**config.mk**
```make
export PLATFORM = sky130hd
export DESIGN_NAME = icache_mem_arbiter
export DESIGN_NICKNAME = d
export VERILOG_FILES = /design/src/rtl/icache_mem_arbiter.sv
export SDC_FILE = /design/constraint.sdc
export NUM_CORES = 1
export LEC_CHECK = 0
export ABC_CLOCK_PERIOD_IN_PS = 2410
export CORE_AREA = 10 10 110 112
export CTS_CLUSTER_DIAMETER = 80
export DETAILED_ROUTE_END_ITERATION = 10
export DIE_AREA = 0 0 120 122
export MAX_ROUTING_LAYER = met4
export PLACE_DENSITY = 0.76
export SLEW_MARGIN = 20
export SYNTH_ARGS = -nofsm -noshare
export SYNTH_HDL_FRONTEND = slang
export SYNTH_SLANG_ARGS = --single-unit
```
**constraint.sdc**
```tcl
create_clock -name clk_i -period 2.41 [get_ports clk_i]
set_input_delay 0.241 -clock clk_i [delete_from_list [all_inputs] [get_ports clk_i]]
set_output_delay 0.241 -clock clk_i [all_outputs]
set_load 0.05 [all_outputs]
```
**src/rtl/icache_mem_arbiter.sv**
```systemverilog
`default_nettype none
// ============================================================================
// Module  : icache_mem_arbiter
// Brief   : Round-robin sharing of one instruction-memory port between several
//           instruction caches, with in-order routing of memory responses.
// Revision: 1.0
// ============================================================================
module icache_mem_arbiter #(
    parameter int NUM_REQUESTERS       = 4,
    parameter int CACHELINE_ADDR_WIDTH = 6,
    parameter int CACHELINE_IDX_BITS   = 2,
    parameter int ENC_INST_WIDTH       = 32,
    parameter int MAX_OUTSTANDING      = 4
) (
    input  logic                                            clk_i,
    input  logic                                            rst_ni,
    input  logic [NUM_REQUESTERS-1:0]                       req_valid_i,
    output logic [NUM_REQUESTERS-1:0]                       req_ready_o,
    input  logic [NUM_REQUESTERS*CACHELINE_ADDR_WIDTH-1:0]  req_addr_i,
    output logic [NUM_REQUESTERS-1:0]                       rsp_valid_o,
    output logic [(ENC_INST_WIDTH<<CACHELINE_IDX_BITS)-1:0] rsp_data_o,
    output logic                                            mem_req_o,
    input  logic                                            mem_ready_i,
    output logic [CACHELINE_ADDR_WIDTH-1:0]                 mem_addr_o,
    input  logic                                            mem_valid_i,
    input  logic [(ENC_INST_WIDTH<<CACHELINE_IDX_BITS)-1:0] mem_data_i,
    output logic [$clog2(MAX_OUTSTANDING+1)-1:0]            outstanding_o
);

    localparam int c_ID_W  = $clog2(NUM_REQUESTERS);
    localparam int c_PTR_W = (MAX_OUTSTANDING > 1) ? $clog2(MAX_OUTSTANDING) : 1;
    localparam int c_CNT_W = $clog2(MAX_OUTSTANDING + 1);

    logic [c_ID_W-1:0]  r_rr_ptr;
    logic               r_locked;
    logic [c_ID_W-1:0]  r_lock_id;
    logic [c_ID_W-1:0]  r_fifo [MAX_OUTSTANDING];
    logic [c_PTR_W-1:0] r_wr_ptr;
    logic [c_PTR_W-1:0] r_rd_ptr;
    logic [c_CNT_W-1:0] r_count;

    logic [c_ID_W-1:0]  w_rr_id;
    logic [c_ID_W-1:0]  w_winner;
    logic [c_ID_W-1:0]  w_head;
    logic               w_full;
    logic               w_empty;
    logic               w_hs;
    logic               w_pop;

    function automatic logic [c_PTR_W-1:0] f_inc_ptr(input logic [c_PTR_W-1:0] p);
        return (p == c_PTR_W'(MAX_OUTSTANDING - 1)) ? '0 : p + 1'b1;
    endfunction

    assign w_full        = (r_count == c_CNT_W'(MAX_OUTSTANDING));
    assign w_empty       = (r_count == '0);
    assign w_head        = r_fifo[r_rd_ptr];
    assign outstanding_o = r_count;
    assign rsp_data_o    = mem_data_i;

    // First asserted request at or after the pointer, wrapping downward to 0.
    always_comb begin : p_rr_search
        logic              v_found;
        logic [c_ID_W:0]   v_sum;
        v_found = 1'b0;
        v_sum   = '0;
        w_rr_id = '0;
        for (int k = 0; k < NUM_REQUESTERS; k++) begin
            v_sum = {1'b0, r_rr_ptr} + (c_ID_W + 1)'(k);
            if (v_sum >= (c_ID_W + 1)'(NUM_REQUESTERS)) begin
                v_sum = v_sum - (c_ID_W + 1)'(NUM_REQUESTERS);
            end
            if (!v_found && req_valid_i[v_sum[c_ID_W-1:0]]) begin
                v_found = 1'b1;
                w_rr_id = v_sum[c_ID_W-1:0];
            end
        end
    end

    // The full check uses only the registered count, so a response never
    // opens a slot for a request in the same cycle.
    assign w_winner  = r_locked ? r_lock_id : w_rr_id;
    assign mem_req_o = rst_ni && (r_locked || (|req_valid_i)) && !w_full;
    assign w_hs      = mem_req_o && mem_ready_i;
    assign w_pop     = rst_ni && mem_valid_i && !w_empty;

    always_comb begin
        req_ready_o = '0;
        rsp_valid_o = '0;
        mem_addr_o  = '0;
        for (int i = 0; i < NUM_REQUESTERS; i++) begin
            if (w_winner == c_ID_W'(i)) begin
                req_ready_o[i] = w_hs;
                mem_addr_o     = req_addr_i[i*CACHELINE_ADDR_WIDTH +: CACHELINE_ADDR_WIDTH];
            end
            if (w_head == c_ID_W'(i)) begin
                rsp_valid_o[i] = w_pop;
            end
        end
    end

    always_ff @(posedge clk_i) begin
        if (!rst_ni) begin
            r_rr_ptr  <= '0;
            r_locked  <= 1'b0;
            r_lock_id <= '0;
            r_wr_ptr  <= '0;
            r_rd_ptr  <= '0;
            r_count   <= '0;
        end else begin
            if (w_hs) begin
                r_locked <= 1'b0;
                r_rr_ptr <= (w_winner == c_ID_W'(NUM_REQUESTERS - 1)) ? '0 : w_winner + 1'b1;
                r_wr_ptr <= f_inc_ptr(r_wr_ptr);
            end else if (mem_req_o) begin
                r_locked  <= 1'b1;
                r_lock_id <= w_winner;
            end
            if (w_pop) begin
                r_rd_ptr <= f_inc_ptr(r_rd_ptr);
            end
            case ({w_hs, w_pop})
                2'b10:   r_count <= r_count + 1'b1;
                2'b01:   r_count <= r_count - 1'b1;
                default: r_count <= r_count;
            endcase
        end
    end

    always_ff @(posedge clk_i) begin
        if (w_hs) begin
            r_fifo[r_wr_ptr] <= w_winner;
        end
    end

    logic                            r_hold_prev;
    logic [CACHELINE_ADDR_WIDTH-1:0] r_addr_prev;

    always_ff @(posedge clk_i) begin
        r_hold_prev <= rst_ni && mem_req_o && !mem_ready_i;
        r_addr_prev <= mem_addr_o;
    end

    always_ff @(posedge clk_i) begin
        if (rst_ni) begin
            assert ($onehot0(rsp_valid_o));
            assert (outstanding_o <= c_CNT_W'(MAX_OUTSTANDING));
            if (r_hold_prev) begin
                assert (mem_addr_o == r_addr_prev);
            end
            assert (!(mem_valid_i && w_empty))
                else $warning("icache_mem_arbiter: memory response with no request in flight dropped");
        end
    end

endmodule
`default_nettype wire

```
Word level (Yosys, flattened, before mapping)
Memories as Yosys holds them, arrays and structs flattened. A register that Yosys moved wholly into a read port is not among the register bits.
Cells that the tools add are included.
- register bits after elaboration: 12
- latch bits: 0
- bits in writable memories: 8
- bits in read-only memories: 0
- input bits: 160
- output and inout port bits: 146
- logic and storage cells: 101
- memories: 1
- $add $sub $neg: 12
- multiply operators: 0
- div/mod/pow operators: 0
- $lt $le $gt $ge: 8
- equality and inequality tests: 11
- shift-type cells: 0
- muxes and demuxes: 40
- bitwise logic cells: 2
- reductions and logical operators: 21
- memories (name ; depth ; width ; rd ports ; clocked after Yosys merged registers in ; write ports ; RTL line ; text):
    r_fifo ; 4 ; 2 ; 1 ; 1 ; 1 ; 37 ; logic [c_ID_W-1:0] r_fifo [MAX_OUTSTANDING];
- operator list (operator ; number):
    2-bit 2-to-1 mux ; 14
    6-bit 2-to-1 mux ; 4
    1-bit 2-to-1 mux ; 17
    2-bit equality test (second input constant) ; 7
    2-bit by 3-bit less-than comparator with 1-bit output (second input constant) ; 4
    3-bit greater-or-equal comparator (second input constant) ; 3
    1-bit binary-select mux with 2-bit select ; 4
    1-bit logical AND ; 8
    2-bit by 1-bit subtractor with 2-bit output (second input constant) ; 4
    2-bit by 1-bit adder with 2-bit output (second input constant) ; 3
    2-bit by 2-bit adder with 3-bit output (second input constant) ; 2
    2-bit by 1-bit equality test with 1-bit output (second input constant) ; 3
    3-bit one-hot mux with 2 select lines ; 1
    1-bit zero test ; 5
    2-bit zero test ; 2
    4-bit OR reduction ; 1
    2-bit by 1-bit adder with 3-bit output (second input constant) ; 1
    3-bit by 1-bit adder with 3-bit output (second input constant) ; 1
    3-bit equality test (second input constant) ; 1
    2-bit by 3-bit greater-or-equal comparator with 1-bit output (second input constant) ; 1
    3-bit zero test ; 1
    3-bit by 1-bit subtractor with 3-bit output (second input constant) ; 1
    1-bit inverter ; 2
    2-bit AND reduction ; 1
    3 further kinds ; 3

Longest topological paths before layout
Gate-level depths: netlist (run 1).
- depth after elaboration: 20
- mapped depth: 10
- gate-level depth less buffers: 9

Worst setup path after synthesis (run 1)
No wires, ideal clock.
- path type: input to output
- start point: input port req_valid_i[1]
- end point: output port mem_addr_o[0]
- arrival time: 2816 ps
- required time: 2169 ps
- path slack: -647 ps
- stages: 8
- buffers on the path: 1
- cell sequence: or2_2 > nand4b_1 > a31oi_1 > ha_1 > clkbuf_1 > nor2b_1 > a221oi_1 > o31ai_1
- longest elaborated chain between the ends: 18
- elaborated cells between the ends (all ways): 30
- those cells by class: 3 x eq/ne; 20 x mux; 7 x reduce/logical
- RTL lines (element ; RTL line ; text):
    start: declaration ; 17 ; input logic [NUM_REQUESTERS-1:0] req_valid_i,
    1-bit binary-select mux with 2-bit select ; 72 ; if (!v_found && req_valid_i[v_sum[c_ID_W-1:0]]) begin
    1-bit 2-to-1 mux (implied by the code) ; 72 ;
    1-bit 2-to-1 mux ; 72 ;
    1-bit zero test ; 72 ;
    1-bit logical AND ; 72 ;
    1-bit 2-to-1 mux ; 72 ;
    1-bit zero test ; 72 ;
    1-bit logical AND ; 72 ;
    1-bit 2-to-1 mux ; 72 ;
    1-bit zero test ; 72 ;
    1-bit logical AND ; 72 ;
    2-bit 2-to-1 mux * ; 72 ;
    2-bit 2-to-1 mux * ; 81 ; assign w_winner = r_locked ? r_lock_id : w_rr_id;
    named net w_winner[0] ; 43 ; logic [c_ID_W-1:0] w_winner;
    2-bit zero test ; 91 ; if (w_winner == c_ID_W'(i)) begin
    6-bit 2-to-1 mux (3 in series) ; 91 ;
    6-bit 2-to-1 mux * ; 91 ;
    end: declaration ; 24 ; output logic [CACHELINE_ADDR_WIDTH-1:0] mem_addr_o,
Mark *: on every way through the listed nets, which the timed path passes. The rest lies on a longest branch. The select of a mux whose other input is x is not followed.

Final worst setup path (run 1)
- start point: register r_rr_ptr[0]
- end point: output port mem_addr_o[2]
- longest elaborated chain between the ends: 20
- elaborated cells between the ends (all ways): 45
- those cells by class: 7 x add/sub; 4 x order compare; 3 x eq/ne; 24 x mux; 7 x reduce/logical
- RTL lines (element ; RTL line ; text):
    start: declaration ; 34 ; logic [c_ID_W-1:0] r_rr_ptr;
    start signal: assignment ; 112 ; r_rr_ptr <= (w_winner == c_ID_W'(NUM_REQUESTERS - 1)) ? '0 : w_winner + 1'b1;
    parallel branches: the longest is 13 deep, another holds 2-bit by 1-bit adder with 3-bit output ; -- ;
    2-bit 2-to-1 mux * ; 72 ;
    2-bit 2-to-1 mux * ; 81 ;
    named net w_winner[0] ; 43 ;
    2-bit zero test ; 91 ;
    6-bit 2-to-1 mux (3 in series) ; 91 ;
    6-bit 2-to-1 mux * ; 91 ;
Mark *: on every way through the listed nets, which the timed path passes. The select of a mux whose other input is x is not followed.

==> run_results.csv, run 1 <==
group,metric,value,unit
detailed_routing,wl,6020,µm
worst_setup_path,critical_path_class,"reg -> out",
detailed_routing,firstDrtPassIters,4,
timing,rsz0062_at_grt,"true",
placement,dp_hpwl,4720,µm
placement,gp_congestion,0.756,
logic_synthesis,synthDistinctLibCells,46,
timing,tightestPinTransition,0.518,ns
detailed_routing,drt_iter0_drc,36,
logic_synthesis,yosysSeqAreaShare,22.1,%
placement,place_inst,354,
min_path,holdPathStages,0,
logic_synthesis,synth-async-reset-ratio,0,%
clock_tree,insertion_delay,0.27,ns
outcome,violations,"negative setup slack",
finish,final-seq-area,524,µm²
timing,slew_headroom,65.4,%
outcome,outcome,"finished, violations left",
detailed_routing,drc_errors,0,
timing,finalWorstSetupSlack,-0.192,ns
finish,fin_cells,367,
timing,fmax,0.384,GHz
finish,n_antenna_cell,0,
logic_synthesis,yosys_warnings,0,
grt,antenna_found_initial,0,
timing,finalSetupViolCount,6,
logic_synthesis,synth_area_leaders,"buf_4 (41%), dfxtp_1 (12%), edfxtp_1 (10%)",
worst_setup_path,r2r_cells,9,
floorplan,dieArea,0.0146,mm²
timing,hold_slack,0.482,ns
clock_tree,clk_pin_slew,0.08,ns
finish,fin_nets,403,
floorplan,die_w,120,µm
timing,hold_violations,0,
worst_setup_path,setup.worst_path.start_class,"flop",
finish,design_area,0.00275,mm²
detailed_routing,wl_per_cell,16.4,µm
worst_setup_path,startpoint,"r_rr_ptr[0]",
worst_setup_path,cp_num_buf_inv,3,
worst_setup_path,cp.arrival,2.36,ns
timing,period_share,108,%
grt,grt_remaining_overflow,0,
worst_setup_path,crit_family,"simple AND/OR/NAND/NOR gates",
finish,area_growth,16.6,%
logic_synthesis,synthFlopType,"dfxtp_1",
worst_setup_path,slowest_delay,0.35,ns
logic_synthesis,syn_inst,274,
worst_setup_path,critPathCaptureType,"primary output",
detailed_routing,antenna_left,0,
min_path,worstHoldPathType,"in -> out",
clock_tree,holdBufCountCts,0,
flow_run,max_cap_viol_count,0,
min_path,hp-start,"mem_data_i[124]",
logic_synthesis,ys_seq_elements,22,
logic_synthesis,synth_fp_nets,445,
clock_tree,cts_tree,"yes",
clock_tree,cts_max_level,1,
logic_synthesis,synthesis.area,0.00236,mm²
timing,setup_tns,-0.903,ns
clock_tree,clock-sinks,22,
timing,drv_slew,0,
detailed_routing,vias,1544,
finish,final_layout_size_suffix_gt1_share,42.0,%
clock_tree,cts_root_buffer,"clkbuf_8",
floorplan,die_y,122,µm
placement,port_buffers,49,
pwr,powerDensity,664,mW/mm²
worst_setup_path,r2r_start,"outstanding_o[2]",
pwr,ir_worst_vdd,362,µV
floorplan,start_util,23.5,%
placement,pre_cts_slack,-0.504,ns
worst_setup_path,rr_endpoint,"outstanding_o[2]",
clock_tree,cts_buffers,3,
worst_setup_path,rrSetupSlack,0.29,ns
finish,fillerInstances,1062,
grt,grt_pass1_wl,9040,µm
floorplan,io_pins,306,
placement,placed_area,0.00243,mm²
timing,timing.final.crit_period,2.60,ns
timing,finClkSkew,0.00322,ns
grt,grtUsageTotal,8.06,%
worst_setup_path,crit_path_top_delay_cell,"dfxtp_2",
pwr,p_leak,1.07,nW
clock_tree,cts_max_path_buffers,2,
worst_setup_path,crit_cells,11,
min_path,min_to,"rsp_data_o[124]",
detailed_routing,via_per_inst,4.21,
worst_setup_path,critPathRequiredTime,2.17,ns
grt,grt_pass1_vias,1680,
floorplan,num_rows,37,
logic_synthesis,yosys.area.top_type_share,40.7,%
worst_setup_path,cp_max_fo,8,
floorplan,coreArea,0.0100,mm²
finish,multiInputGateArea,0.00103,mm²
logic_synthesis,synth_edf_count,8,
grt,grt_max_degree,14,
logic_synthesis,avgSynthCellArea,8.61,µm²
logic_synthesis,post-synth-top-area-cell,"buf_4",
worst_setup_path,worstPathCellList,"nor2b_2, nand4b_1, a31oi_1, buf_4, ha_2, buf_6, nand3b_1, a21oi_2, a21oi_1, o21ai_2, buf_12",
==> cells in the final DEF, fill, tap and decap left out, types with 2 or more instances in the layout <==
cell type / synthesis / final
inv_1: 8 / 8
o21ai_0: 4 / 2
nand4b_1: 2 / 2
dfxtp_2: 0 / 3
mux4_2: 2 / 2
nor2_1: 10 / 10
dlygate4sd2_1: 0 / 3
nor2b_4: 0 / 2
nor4_1: 3 / 3
buf_4: 128 / 32
o21ai_2: 0 / 2
nand2b_4: 0 / 2
buf_12: 0 / 13
o31ai_2: 2 / 3
nor2b_1: 8 / 5
dfxtp_1: 14 / 11
ha_2: 0 / 3
edfxtp_1: 8 / 8
ha_1: 10 / 6
a21oi_1: 6 / 4
o211a_1: 2 / 2
a221oi_2: 0 / 2
nand3_1: 5 / 5
and2_1: 8 / 7
clkbuf_8: 0 / 3
a21oi_2: 0 / 2
xor2_1: 2 / 2
clkdlybuf4s50_1: 0 / 30
a221oi_4: 0 / 3
buf_6: 1 / 7
o31ai_4: 1 / 5
nand2_1: 14 / 14
==> synth_stat cells (3+ instances only) <==
master	count
edfxtp_1	8
ha_1	10
dfxtp_1	14
inv_1	8
a221oi_1	5
and2_1	8
nor2_1	10
o21ai_0	4
buf_4	128
a21oi_1	6
nand2_1	14
nor4_1	3
o31ai_1	5
nand3_1	5
nor2b_1	8
==> stage by stage <==
step	utilization (%)	total power (W)
6_report	27.4	0.00183
5_1_grt	27.4	0.00192
4_1_cts	27.0	0.00182
3_5_place_dp	24.2	0.00133
3_3_place_gp	24.2	0.00132
2_1_floorplan	-	0.00148
==> layout make-up <==
| class | count | share of cell area, % |
|---|---|---|
| inverter | 10 | 1.36 |
| sequential | 22 | 19.1 |
| tap | 136 | 6.18 |
| multi-input combinational | 109 | 37.5 |
| clock inverter | 1 | 1.09 |
| timing repair buffer | 86 | 33.3 |
| clock buffer | 3 | 1.50 |
==> repair_timing <==
action	in CTS	in global routing
pin swaps	9	10
buffers inserted	8	2
resized for setup	35	9
setup endpoints to repair	8	9
gates cloned	0	0
==> report_power, final <==
part / switching, W / internal [W]
combinational: 0.000514 / 0.000520
sequential: 0.0000231 / 0.000424
clock: 0.000124 / 0.000222
==> metal layers <==
layer | wire (µm) | share of wire (%) | global-route usage [%] | up-vias
met5 | 0 | 0 | - | -
met4 | 446 | 7.4 | 7.39 | 0
met3 | 586 | 9.7 | 3.79 | 61
met2 | 2810 | 47 | 11.6 | 92
met1 | 2180 | 36 | 8.03 | 690
li1 | - | - | - | 701
==> logic make-up (layout without fill, tap and decap cells) <==
family	Yosys count	count (layout)	synth area share, %
buffers and inverters	143	100	43.5
AND/OR/NAND/NOR	62	62	14.8
AO/OA/AOI/OAI	31	31	10.4
flip-flops	22	22	22.1
adder cells (fa/ha/maj)	11	11	6.15
multiplexers	3	3	2.33
XOR/XNOR	2	2	0.742
==> how the worst max path moves through the flow <==
stage,end,slack (ns)
3_3_place_gp,mem_addr_o[1],-0.44
5_1_grt,mem_addr_o[2],-0.28
6_report,mem_addr_o[2],-0.19
4_1_cts,mem_addr_o[1],-0.17
3_5_place_dp,mem_addr_o[1],-0.50
2_1_floorplan,rsp_valid_o[0],-0.27
==> sequential cells by signal (all words and copies together), names as in the netlist, named ones only <==
register and flops:
r_lock_id 2, outstanding_o 3, r_rr_ptr 2, r_fifo 8
r_rd_ptr 2, r_wr_ptr 2, r_locked 1
(Power assumes the default switching activity.)
==> run 2, diff against run 1 <==
--- a/config.mk
+++ b/config.mk
@@ -10,6 +10,7 @@
 export CTS_CLUSTER_DIAMETER = 80
 export DETAILED_ROUTE_END_ITERATION = 10
 export DIE_AREA = 0 0 120 122
+export HOLD_SLACK_MARGIN = 0.08
 export MAX_ROUTING_LAYER = met4
 export PLACE_DENSITY = 0.76
 export SLEW_MARGIN = 20
==> results of run 2 <==
Same layout as run 1: the final DEF is identical, and so are final timing and power.
